===== config.mk =====
export PLATFORM = sky130hd
export DESIGN_NAME = nibble_serial_adder
export DESIGN_NICKNAME = d
export VERILOG_FILES = /design/src/rtl/nibble_serial_pkg.sv /design/src/rtl/nibble_add_slice.sv /design/src/rtl/nibble_serial_adder.sv
export SDC_FILE = /design/constraint.sdc
export NUM_CORES = 1
export LEC_CHECK = 0
export CAP_MARGIN = 15
export CORE_MARGIN = 2
export CORE_UTILIZATION = 49
export CTS_CLUSTER_SIZE = 12
export DETAILED_ROUTE_END_ITERATION = 16
export GPL_ROUTABILITY_DRIVEN = 0
export MAX_ROUTING_LAYER = met4
export PLACE_DENSITY = 0.87
export SLEW_MARGIN = 20
export SYNTH_ARGS = -nofsm -noshare
export SYNTH_HDL_FRONTEND = slang
export SYNTH_HIERARCHICAL = 1
export SYNTH_SLANG_ARGS = --single-unit

===== constraint.sdc =====
create_clock -name clk -period 3.8 [get_ports clk]
set_input_delay 0.76 -clock clk [delete_from_list [all_inputs] [get_ports clk]]
set_output_delay 0.76 -clock clk [all_outputs]
set_load 0.05 [all_outputs]

===== src/rtl/nibble_serial_pkg.sv =====
// Shared definitions for the nibble-serial adder.
// Holds the slice width, the controller state encoding and sizing helpers.
package nibble_serial_pkg;

    // Width of the single combinational adder slice.
    localparam int NIB_W = 4;

    // Controller states.
    typedef enum logic [1:0] {
        IDLE = 2'd0,
        RUN  = 2'd1,
        DONE = 2'd2
    } state_t;

    // Number of slice cycles needed for an operand of the given width.
    function automatic int calc_nibbles(input int width);
        return width / NIB_W;
    endfunction

    // An operand width is legal if it is a whole, non-zero number of nibbles.
    function automatic bit width_ok(input int width);
        return (width >= NIB_W) && ((width % NIB_W) == 0);
    endfunction

    // Width of the nibble index counter; never narrower than one bit.
    function automatic int calc_idx_w(input int nibbles);
        return (nibbles > 1) ? $clog2(nibbles) : 1;
    endfunction

endpackage


===== src/rtl/nibble_add_slice.sv =====
// Purely combinational 4-bit ripple adder: sum_o = a_i + b_i + cin_i.
// This is the only adder hardware in the serial adder; it is reused once per nibble.
module nibble_add_slice
    import nibble_serial_pkg::*;
(
    input  logic [NIB_W-1:0] a_i,
    input  logic [NIB_W-1:0] b_i,
    input  logic             cin_i,
    output logic [NIB_W-1:0] sum_o,
    output logic             cout_o
);

    // carry[k] is the carry into bit k; carry[NIB_W] leaves the slice.
    logic [NIB_W:0] carry;

    assign carry[0] = cin_i;

    // One full adder per bit, chained through carry.
    for (genvar gi = 0; gi < NIB_W; gi++) begin : g_bit
        assign sum_o[gi]     = a_i[gi] ^ b_i[gi] ^ carry[gi];
        assign carry[gi + 1] = (a_i[gi] & b_i[gi]) | (carry[gi] & (a_i[gi] ^ b_i[gi]));
    end

    assign cout_o = carry[NIB_W];

endmodule


===== src/rtl/nibble_serial_adder.sv =====
// Multi-cycle WIDTH-bit adder built around a single 4-bit slice.
// Operands are accepted with a valid/ready handshake, added one nibble per
// cycle (carry kept in a flop between cycles), and the full sum plus carry-out
// are offered downstream with a second valid/ready handshake.
// Optional feature macro: SERIAL_ADD_OVF_EN adds the signed-overflow port ovf.
module nibble_serial_adder
    import nibble_serial_pkg::*;
#(
    parameter int WIDTH = 16
) (
    input  logic             clk,
    input  logic             rst,
    input  logic             in_valid,
    output logic             in_ready,
    input  logic [WIDTH-1:0] a,
    input  logic [WIDTH-1:0] b,
    input  logic             cin,
    output logic             out_valid,
    input  logic             out_ready,
    output logic [WIDTH-1:0] sum,
    output logic             cout
`ifdef SERIAL_ADD_OVF_EN
    ,
    output logic             ovf
`endif
);

    localparam int NIBBLES = calc_nibbles(WIDTH);
    localparam int IDX_W   = calc_idx_w(NIBBLES);
    localparam logic [IDX_W-1:0] LAST_IDX = IDX_W'(NIBBLES - 1);

    // Reject operand widths that are not a whole number of nibbles.
    if (!width_ok(WIDTH)) begin : g_bad_width
        $error("nibble_serial_adder: WIDTH must be a multiple of 4 and at least 4");
    end

    // ------------------------------------------------------------------
    // State
    // ------------------------------------------------------------------
    state_t             state_q, state_d;
    logic [IDX_W-1:0]   idx_q, idx_d;
    logic               carry_q, carry_d;
    logic [WIDTH-1:0]   a_q, a_d;
    logic [WIDTH-1:0]   b_q, b_d;
    logic [WIDTH-1:0]   sum_q, sum_d;
    logic               cout_q, cout_d;

    // Control strobes from the FSM
    logic               accept;     // operand handshake completes this cycle
    logic               run_step;   // slice result is consumed this cycle
    logic               last_step;  // final nibble is being added
    logic [NIBBLES-1:0] nib_we;     // one-hot write enable into the sum register

    // Slice interface
    logic [NIB_W-1:0]   slice_a;
    logic [NIB_W-1:0]   slice_b;
    logic [NIB_W-1:0]   slice_sum;
    logic               slice_cout;

    // ------------------------------------------------------------------
    // Controller
    // ------------------------------------------------------------------

    // FSM state register; reset discards any operation in flight.
    always_ff @(posedge clk) begin
        if (rst) begin
            state_q <= IDLE;
        end else begin
            state_q <= state_d;
        end
    end

    // FSM next state and handshake outputs. No accept in DONE, so a new
    // operation can only start once the previous result has been taken.
    always_comb begin
        state_d   = state_q;
        in_ready  = 1'b0;
        out_valid = 1'b0;
        accept    = 1'b0;
        run_step  = 1'b0;
        case (state_q)
            IDLE: begin
                in_ready = 1'b1;
                if (in_valid) begin
                    accept  = 1'b1;
                    state_d = RUN;
                end
            end
            RUN: begin
                run_step = 1'b1;
                if (idx_q == LAST_IDX) begin
                    state_d = DONE;
                end
            end
            DONE: begin
                out_valid = 1'b1;
                if (out_ready) begin
                    state_d = IDLE;
                end
            end
            default: begin
                state_d = IDLE;
            end
        endcase
    end

    assign last_step = run_step && (idx_q == LAST_IDX);

    // ------------------------------------------------------------------
    // Datapath
    // ------------------------------------------------------------------

    // Select the operand nibbles addressed by the current index.
    always_comb begin
        slice_a = '0;
        slice_b = '0;
        for (int i = 0; i < NIBBLES; i++) begin
            if (idx_q == IDX_W'(i)) begin
                slice_a = a_q[i*NIB_W +: NIB_W];
                slice_b = b_q[i*NIB_W +: NIB_W];
            end
        end
    end

    nibble_add_slice u_slice (
        .a_i    (slice_a),
        .b_i    (slice_b),
        .cin_i  (carry_q),
        .sum_o  (slice_sum),
        .cout_o (slice_cout)
    );

    // Operand capture, carry chaining and nibble index sequencing.
    always_comb begin
        idx_d   = idx_q;
        carry_d = carry_q;
        a_d     = a_q;
        b_d     = b_q;
        cout_d  = cout_q;
        if (accept) begin
            a_d     = a;
            b_d     = b;
            carry_d = cin;
            idx_d   = '0;
            cout_d  = 1'b0;
        end else if (run_step) begin
            carry_d = slice_cout;
            if (last_step) begin
                idx_d  = '0;
                cout_d = slice_cout;
            end else begin
                idx_d  = idx_q + IDX_W'(1);
            end
        end
    end

    // Each sum nibble is cleared on accept and written once, in its own RUN cycle.
    for (genvar gi = 0; gi < NIBBLES; gi++) begin : g_sum_nib
        assign nib_we[gi] = run_step && (idx_q == IDX_W'(gi));
        assign sum_d[gi*NIB_W +: NIB_W] = accept     ? '0
                                        : nib_we[gi] ? slice_sum
                                        :              sum_q[gi*NIB_W +: NIB_W];
    end

    // Datapath registers; results hold unchanged through DONE.
    always_ff @(posedge clk) begin
        if (rst) begin
            idx_q   <= '0;
            carry_q <= 1'b0;
            a_q     <= '0;
            b_q     <= '0;
            sum_q   <= '0;
            cout_q  <= 1'b0;
        end else begin
            idx_q   <= idx_d;
            carry_q <= carry_d;
            a_q     <= a_d;
            b_q     <= b_d;
            sum_q   <= sum_d;
            cout_q  <= cout_d;
        end
    end

    assign sum  = sum_q;
    assign cout = cout_q;

`ifdef SERIAL_ADD_OVF_EN
    logic ovf_q, ovf_d;

    // Signed overflow: operands agree in sign but the result MSB (top bit of
    // the final slice sum) does not.
    always_comb begin
        ovf_d = ovf_q;
        if (accept) begin
            ovf_d = 1'b0;
        end else if (last_step) begin
            ovf_d = (a_q[WIDTH-1] == b_q[WIDTH-1]) && (slice_sum[NIB_W-1] != a_q[WIDTH-1]);
        end
    end

    // Overflow flag register.
    always_ff @(posedge clk) begin
        if (rst) begin
            ovf_q <= 1'b0;
        end else begin
            ovf_q <= ovf_d;
        end
    end

    assign ovf = ovf_q;
`endif

endmodule


==> impl_metrics.json <==
{
  "yosysSeqAreaShare_pct": 45.2,
  "dp.cells": 384,
  "relSlewSlack_pct": 35.0,
  "critPathMaxFanout": 10,
  "gr-total-overflow": 0,
  "min_from": "a_q[5]",
  "critPathMaxStageDelay_ns": 0.48,
  "cts_buffer_depth": 2,
  "cts-root-buf": "clkbuf_8",
  "n_antenna_cell": 0,
  "row_count": 25,
  "drt_iter0_drc": 157,
  "die_w_um": 73.8,
  "cts-buffers-inserted": 5,
  "timing.final.ws_setup_ns": 0.260,
  "tightest_slew_ns": 0.975,
  "grt_max_degree": 33,
  "drt-total-wl_mm": 4.88,
  "hold_path_depth": 2,
  "timing.rr.start": "idx_q[1]",
  "yosys_warnings": 6,
  "drc_errors": 0,
  "ant_nets": 0,
  "start_kind": "register",
  "synth_common_cells": "73 x nand2_1, 54 x dfxtp_1, 34 x a21oi_1",
  "status": "completed",
  "vdd_drop_max_mv": 0.225,
  "critPathKind": "reg2reg",
  "cp_cell_sequence": "inv_1 -> ha_1 -> nor2b_1 -> a221oi_1 -> o31ai_1 -> fa_1 -> inv_1 -> fa_1 -> inv_1 -> fa_1 -> inv_1 -> fa_1 -> inv_1 -> mux2i_1 -> nor2_1",
  "syn_area_per_cell_um2": 8.57,
  "synth_fp_nets": 324,
  "dr.pass1.iters": 4,
  "dp_hpwl_mm": 3.59,
  "fp.coreArea_um2": 4720,
  "yosys.area.top_type": "dfxtp_1",
  "slowest_stage": "fa_1",
  "hold-path-endpoint": "a_q[5]",
  "syn_area_um2": 2390,
  "p_leak_nw": 1.24,
  "synthToLayoutAreaGrowth_pct": 26.1,
  "grt_setup_unrepaired": "false",
  "die_y_um": 73.8,
  "synth-edff-count": 0,
  "stdcell_count": 392,
  "async_flop_share_pct": 0,
  "post_cts_buffers": 0,
  "crit_path_end_kind": "register",
  "grt_use_total_pct": 20.7,
  "hp-class": "reg2reg",
  "worstRegToRegCells": 15,
  "h-tree-depth": 2,
  "pwr_density_cell_nw_per_um2": 369,
  "viasPerCell": 4.99,
  "cts.repair.resized": 0,
  "worst_ep_arrival_time_ns": 3.74,
  "fp.dieArea_um2": 5450,
  "yosysUniqueCellTypes": 24,
  "syn_inst": 279,
  "vias": 1958,
  "cp_common_cell": "inv_1",
  "timing.fmax_mhz": 282,
  "io_pins": 56,
  "hold_viol_final": 0,
  "yosysMostFrequentCell": "nand2_1",
  "r2r-end": "sum[7]",
  "finalCritPeriodShare_pct": 93.2,
  "final_nets": 369,
  "grt_pass1_vias": 1895,
  "required_ns": 4.00,
  "synth_area_leaders": "dfxtp_1 45%, nand2_1 11%, mux2i_1 8.0%, a21oi_1 7.1%, fa_1 3.4%",
  "ys.flop_type": "dfxtp_1",
  "ys_ff_latch": 54,
  "wl_per_cell_um": 12.5,
  "dp_slack_ns": 0.324,
  "finalSetupTns_ns": 0,
  "worstSkewPairLatency_ns": 0.30,
  "slew_violations": 0,
  "antenna_found_initial": 0,
  "portBuffers": 55,
  "postCtsHoldBufs": 0,
  "tritoncts": "done",
  "drv_cap": 0,
  "start_util_pct": 50.6,
  "clk_pin_slew_ns": 0.09,
  "numClockSinks": 54,
  "r2r_slack_ns": 0.26,
  "grt_pass1_wl_mm": 8.42,
  "drive_gt1_share_pct": 4.00,
  "final.setup_skew_ns": 0.00601,
  "finalSetupViolCount": 0,
  "synth_top_area_share_pct": 45.2,
  "period_needed_ns": 3.54
}
worst max-delay path, delay by kind of cell (launching register included):
family                   cells  cell delay, ns
flip-flops                   1            0.38
AO/OA/AOI/OAI                2            0.52
AND/OR/NAND/NOR              2            0.53
adder cells (fa/ha/maj)      5            1.54
buffers and inverters        5            0.32
multiplexers                 1            0.13
report_power, final:
group	internal, mW	switching [mW]	leakage (nW)
logic	0.0833	0.0962	0.746
clock network	0.147	0.177	0.0482
registers	0.591	0.0171	0.441
kinds of logic (layout without fill, tap and decap cells):
family          Yosys count  after routing  synth area share, %
simple gates            114            114                 20.9
flops                    54             54                 45.2
compound gates           52             52                 13.4
buf+inv                  32             78                 7.07
mux                      19             19                 7.96
fa+ha+maj                 8              8                 5.45
per-layer routing:
layer  vias to the layer above  share of wire (%)  routed length [µm]  GRT usage [%]
li1                       1004                  -                   -              -
met1                       879                 47                2270           23.9
met2                        62                 47                2290           34.8
met3                        13                4.7                 230           5.35
met4                         0                1.8                  86           6.87
met5                         -                  0                   0              -
final cells by class:
type / count / area (µm²)
clock buffer: 7 / 86.3
clock inverter: 1 / 5.00
fill: 395 / 1710
inverter: 12 / 45.0
multi-input combinational: 193 / 1140
sequential: 54 / 1080
tap: 67 / 83.8
timing repair buffer: 58 / 573
placed cells by master (no fill, tap or decap), drive strengths merged:
| master | synthesis | routed |
|---|---|---|
| nand2 | 73 | 73 |
| clkdlybuf4s50 | 0 | 55 |
| dfxtp | 54 | 54 |
| a21oi | 34 | 34 |
| nor2 | 21 | 21 |
| mux2i | 19 | 19 |
| inv | 12 | 12 |
| nor2b | 10 | 10 |
| a221oi | 8 | 8 |
| o31ai | 8 | 8 |
| clkbuf | 8 | 7 |
| nand3b | 4 | 4 |
| ha | 4 | 4 |
| fa | 4 | 4 |
| buf | 12 | 3 |
| nand2b | 3 | 3 |
| or3b | 1 | 1 |
| o21a | 1 | 1 |
| or3 | 1 | 1 |
| nor3b | 1 | 1 |
| a211oi | 1 | 1 |
| clkinv | 0 | 1 |
per-stage QoR:
stage | util, % | power (mW) | hold WS [ns] | area [µm²]
floorplan | - | 0.739 | 0.436 | 2390
global placement | 61.9 | 0.796 | 0.446 | 2920
detailed placement | 61.9 | 0.801 | 0.449 | 2920
CTS | 63.8 | 1.12 | 0.461 | 3010
global route | 63.8 | 1.16 | 0.482 | 3010
finish | 63.8 | 1.11 | 0.462 | 3010
worst max-delay path by stage:
stage	slack (ns)	start	cells past startpoint	end
2_1_floorplan	0.66	idx_q[1]	17	sum[11]
3_3_place_gp	0.47	idx_q[1]	15	sum[3]
3_5_place_dp	0.32	idx_q[1]	15	sum[7]
4_1_cts	0.30	idx_q[1]	15	sum[7]
5_1_grt	0.07	idx_q[1]	15	sum[11]
6_report	0.26	idx_q[1]	15	sum[7]
sequential cells by signal (all words and copies together) (netlist names):
| name | flops |
|---|---|
| carry_q | 1 |
| idx_q | 2 |
| sum | 16 |
| cout | 1 |
| state_q | 2 |
| b_q | 16 |
| a_q | 16 |
Note: power is estimated with default switching activity, not from simulation.
